**src/rtl/add_accum_unit.sv**
```systemverilog
// Registered add/sub/accumulate unit with a valid/ready handshake and a running accumulator.
// Optional macro SATURATE_EN selects unsigned saturation instead of modulo wrap.
module add_accum_unit #(
    parameter int unsigned WIDTH = 8,
    parameter int unsigned CNT_W = 8
) (
    input  logic             clk,
    input  logic             rst,
    input  logic             in_valid,
    output logic             in_ready,
    input  logic [WIDTH-1:0] a_in,
    input  logic [WIDTH-1:0] b_in,
    input  logic [1:0]       mode,
    output logic             out_valid,
    input  logic             out_ready,
    output logic [WIDTH-1:0] result,
    output logic             carry,
    output logic             zero,
    output logic [WIDTH-1:0] acc,
    output logic [CNT_W-1:0] op_count
);

    localparam logic [1:0] MODE_ADD = 2'b00;
    localparam logic [1:0] MODE_SUB = 2'b01;
    localparam logic [1:0] MODE_ACC = 2'b10;
    localparam logic [1:0] MODE_CLR = 2'b11;

    logic             r_out_valid;
    logic [WIDTH-1:0] r_result;
    logic             r_carry;
    logic             r_zero;
    logic [WIDTH-1:0] r_acc;
    logic [CNT_W-1:0] r_op_count;

    logic             w_accept;
    logic [WIDTH:0]   w_sum_add;
    logic [WIDTH:0]   w_sum_acc;
    logic [WIDTH-1:0] w_diff;
    logic             w_borrow;
    logic [WIDTH-1:0] w_res;
    logic             w_carry;
    logic [WIDTH-1:0] w_acc_nxt;

    // Single output register: a new input fits whenever the held result leaves.
    assign in_ready = !r_out_valid || out_ready;
    assign w_accept = in_valid && in_ready;

    assign w_sum_add = {1'b0, a_in} + {1'b0, b_in};
    assign w_sum_acc = {1'b0, r_acc} + {1'b0, a_in};
    assign w_diff    = a_in - b_in;
    assign w_borrow  = (a_in < b_in);

    // Next result/flags/accumulator for the current operation.
    always_comb begin
        w_res     = '0;
        w_carry   = 1'b0;
        w_acc_nxt = r_acc;
        case (mode)
            MODE_ADD: begin
                w_carry = w_sum_add[WIDTH];
`ifdef SATURATE_EN
                w_res = w_sum_add[WIDTH] ? '1 : w_sum_add[WIDTH-1:0];
`else
                w_res = w_sum_add[WIDTH-1:0];
`endif
            end
            MODE_SUB: begin
                w_carry = w_borrow;
`ifdef SATURATE_EN
                w_res = w_borrow ? '0 : w_diff;
`else
                w_res = w_diff;
`endif
            end
            MODE_ACC: begin
                w_carry = w_sum_acc[WIDTH];
`ifdef SATURATE_EN
                w_res = w_sum_acc[WIDTH] ? '1 : w_sum_acc[WIDTH-1:0];
`else
                w_res = w_sum_acc[WIDTH-1:0];
`endif
                w_acc_nxt = w_res;
            end
            MODE_CLR: begin
                w_res     = '0;
                w_carry   = 1'b0;
                w_acc_nxt = '0;
            end
            default: begin
                w_res     = '0;
                w_carry   = 1'b0;
                w_acc_nxt = r_acc;
            end
        endcase
    end

    always_ff @(posedge clk or posedge rst) begin
        if (rst) begin
            r_out_valid <= 1'b0;
            r_result    <= '0;
            r_carry     <= 1'b0;
            r_zero      <= 1'b0;
            r_acc       <= '0;
            r_op_count  <= '0;
        end else if (w_accept) begin
            r_out_valid <= 1'b1;
            r_result    <= w_res;
            r_carry     <= w_carry;
            r_zero      <= (w_res == '0);
            r_acc       <= w_acc_nxt;
            r_op_count  <= r_op_count + CNT_W'(1);
        end else if (out_ready) begin
            r_out_valid <= 1'b0;
        end
    end

    assign out_valid = r_out_valid;
    assign result    = r_result;
    assign carry     = r_carry;
    assign zero      = r_zero;
    assign acc       = r_acc;
    assign op_count  = r_op_count;

endmodule

```
**config.mk**
```make
export PLATFORM = sky130hd
export DESIGN_NAME = add_accum_unit
export DESIGN_NICKNAME = d
export VERILOG_FILES = /design/src/rtl/add_accum_unit.sv
export SDC_FILE = /design/constraint.sdc
export NUM_CORES = 1
export LEC_CHECK = 0
export CORE_ASPECT_RATIO = 1.1
export CORE_MARGIN = 2
export CORE_UTILIZATION = 25
export DETAILED_ROUTE_END_ITERATION = 6
export PLACE_DENSITY = 0.55
export SLEW_MARGIN = 5
export SYNTH_ARGS = -nofsm -noshare
export SYNTH_HDL_FRONTEND = slang
export SYNTH_SLANG_ARGS = --single-unit
```
**constraint.sdc**
```tcl
create_clock -name clk -period 3.1 [get_ports clk]
set_clock_uncertainty 0.2 [all_clocks]
set_input_delay 0.62 -clock clk [delete_from_list [all_inputs] [get_ports clk]]
set_output_delay 0.62 -clock clk [all_outputs]
set_load 0.01 [all_outputs]
```
==> results of run 1 <==
==> synthesized netlist by cell type, types with 2 or more instances <==
master,number
mux2i_1,3
o311ai_0,2
o211ai_1,4
nor3b_1,2
o211a_1,2
o31ai_1,4
buf_2,3
nand4_1,3
o21bai_1,4
mux2_2,5
inv_1,20
o21ai_0,15
a211oi_1,2
nor2b_1,6
ha_1,26
o21ai_1,3
dfrtp_1,27
a21oi_1,14
fa_1,3
nand2_1,26
buf_1,2
nor2_1,19
xor2_1,5
clkbuf_1,3
nor3_1,4
nand2b_1,3
xnor2_1,11
a21o_1,4
o21a_1,3
a31oi_1,3
==> per-layer routing <==
layer	wire length [um]	part of all wire, %	global-route usage [%]	vias up
met1	2650	46	16.0	964
li1	-	-	-	1036
met2	2840	49	22.9	37
met3	256	4.4	1.67	2
met4	30	0.52	3.01	0
met5	0	0	0	-
==> power by group through the flow <==
| stage | registers [mW] | logic, mW | clock network (mW) |
|---|---|---|---|
| after floorplan | 0.599 | 0.471 | 0 |
| after global placement | 0.569 | 0.958 | 0 |
| after detailed placement | 0.572 | 0.968 | 0 |
| after CTS | 0.565 | 0.971 | 0.206 |
| after global routing | 0.582 | 1.10 | 0.222 |
| final | 0.561 | 0.987 | 0.196 |
==> layout make-up <==
type | count | area, sq um
fillers | 925 | 5610
multi-input cells | 195 | 1490
repair buffers | 80 | 743
flip-flops and latches | 27 | 676
well taps | 114 | 143
inverters | 20 | 75.1
clock buffers | 3 | 41.3
clock inverters | 1 | 5.00
==> worst paths after layout <==
path / to / slack (ps) / depth (start not counted)
setup / recovery: result[5]$_DFFE_PP0P_ / 140 / 11
hold / removal: op_count[7]$_DFFE_PP0P_ / 270 / 1
setup reg to reg: zero$_DFFE_PP0P_ / 540 / 9
hold reg to reg: op_count[7]$_DFFE_PP0P_ / 270 / 1
max in group asynchronous: acc[4]$_DFFE_PP0P_ / 1940 / 3
min in group asynchronous: result[1]$_DFFE_PP0P_ / 510 / 3
==> worst reg2reg max path: stages, from the launching register on <==
cell and delay, ps:
dfrtp_1 410, ha_1 180, inv_1 50, fa_1 400
buf_4 160, xor2_2 190, o22ai_2 130, nor4bb_2 280
nand2_1 110, o41ai_2 340
==> what timing repair did <==
| action | CTS | global route |
|---|---|---|
| gates resized for setup | 0 | 15 |
| buffers inserted | 0 | 1 |
| endpoints found under the setup margin | 0 | 3 |
==> registers in the layout, indices dropped and copies added (netlist names) <==
signal     count
result         8
op_count       8
zero           1
acc            8
carry          1
out_valid      1
==> stage by stage <==
step	area, sq um	cells	hold slack, ps
finish	3170	440	273
global route	3170	440	309
CTS	3110	439	279
detailed placement	3060	435	262
global placement	3060	435	262
floorplan	2240	252	308
==> cells by family (layout without fill, tap and decap cells) <==
kind of cell             after synthesis  after routing  share of synthesized area, %
flip-flops                            27             27                          30.1
adder cells (fa/ha/maj)               29             29                          17.2
AND/OR/NAND/NOR                       71             71                          15.1
AO/OA/AOI/OAI                         71             71                          21.9
XOR/XNOR                              16             16                          6.24
buffers and inverters                 30            104                          5.69
multiplexers                           8              8                          3.85
==> flow_metrics.tcl, run 1 <==
set metrics [dict create \
    mostFrequentLayoutCells "clkdlybuf4s50_1 (46), buf_4 (30), dfrtp_1 (27)" \
    h-tree-depth 1 \
    tightest_slew_ps 525 \
    critPathMaxStageDelay_ps 470 \
    first_global_vias 2059 \
    arrival_ps 2930 \
    cp_data_required_time_ps 3060 \
    finalPower_mw 1.74 \
    ys_types 51 \
    cts_tree "built" \
    startpoint_type "primary input" \
    min_path_type "reg -> reg" \
    synth_top_area_cell "dfrtp_1" \
    async_reset_ff_share_pct 100 \
    cts_root_buf "clkbuf_8" \
    criticalPathCategory "in -> reg" \
    netlist_top_cells_area "dfrtp_1 (30%), ha_1 (14%), nand2_1 (4.3%)" \
    avgSynthCellArea_sq_um 8.91 \
    reg2reg_from "acc[0]$_DFFE_PP0P_" \
    clkPwrFrac_pct 11.3 \
    fin_crit_sh_pct 95.6 \
    vias 2039 \
    final-hold-violation-count 0 \
    synthCells 252 \
    syn_area_sq_mm 0.00224 \
    n_antenna_cell 0 \
    fp.dieArea_sq_mm 0.00975 \
    gp_congestion 0.844 \
    grt_pass1_wl_um 9800 \
    setup_ws_ps 138 \
    p_int_mw 1.10 \
    finalWirelength_um 5780 \
    rsz0062_at_grt "no" \
    grt_max_degree 28 \
    pwr-share-comb_pct 56.6 \
    critPathBufInv 3 \
    hpwl_um 4730 \
    clock_path_buffers 2 \
    sw_frac_of_total_pct 37.0 \
    outcome "finished clean" \
    layout_commonest_cell "clkdlybuf4s50_1" \
    num_rows 36 \
    first_pass_iters 4 \
    power.switching_mw 0.646 \
    synth_edf_count 0 \
    ys_seq_area_share_pct 30.1 \
    cts_made_buffers 3 \
    yosysTopAreaCellShare_pct 30.1 \
    drive_above_1_share_pct 16.9 \
    clock-sinks 27 \
    sequentialPowerShare_pct 32.2 \
    max_slew_margin_pct 64.9 \
    final_nets 378 \
    wl_per_cell_um 13.1 \
    grt_antenna_before_repair 0 \
    synth_nets 303 \
    slew_violations 0 \
    port_buffers 49 \
    cp-end-kind "flip-flop" \
    io_pins 50 \
    drc 0 \
    startpoint "b_in[4]" \
    preCtsSetupSlack_ps -232 \
    viasPerCell 4.63 \
    drtIter0Drc 79 \
    synth_seq_cells 27 \
    critPathTopFamily "buffers and inverters" \
    cap_violations 0 \
    yosysWarningCount 0 \
    initial_utilization_pct 25.6 \
    coreArea_sq_mm 0.00878 \
    p_per_area_mw_per_mm2 550 \
    die_h_um 103 \
    period_needed_ps 2960 \
    cp_slowest_cell "clkdlybuf4s50_1" \
    clkSlewWorstSetupHoldPaths_ps 90 \
    die_w_um 94.3 \
    hold_buffers 0 \
    peakVddDrop_v 0.000201 \
    post-route-util_pct 36.1 \
    ys.flop_type "dfrtp_1" \
    crit_fanout 6 \
    leakagePower_nw 1.45 \
    setup_viol 0 \
    fin_tns_setup_ps 0 \
    fmax_ghz 0.338 \
    hp-start "op_count[7]$_DFFE_PP0P_" \
    syn2layout_area_growth_pct 41.2 \
    grt_usage_pct 12.6 \
    overflow 0 \
    cp_cell_sequence "clkdlybuf4s50_1 -> inv_1 -> ha_1 -> buf_4 -> nor3_1 -> o21ai_1 -> o211a_1 -> a21oi_1 -> xor2_1 -> o21ai_0 -> mux2_2" \
    ant_nets 0 \
    clock_latency_ps 270 \
]
No activity file was read; power rests on OpenSTA's default activity.
==> inputs of run 2 (changes only) <==
Settings changed: SKIP_CTS_REPAIR_TIMING set to 1.
==> results of run 2 <==
The final DEF is identical to that of run 1; final timing and power are the same.
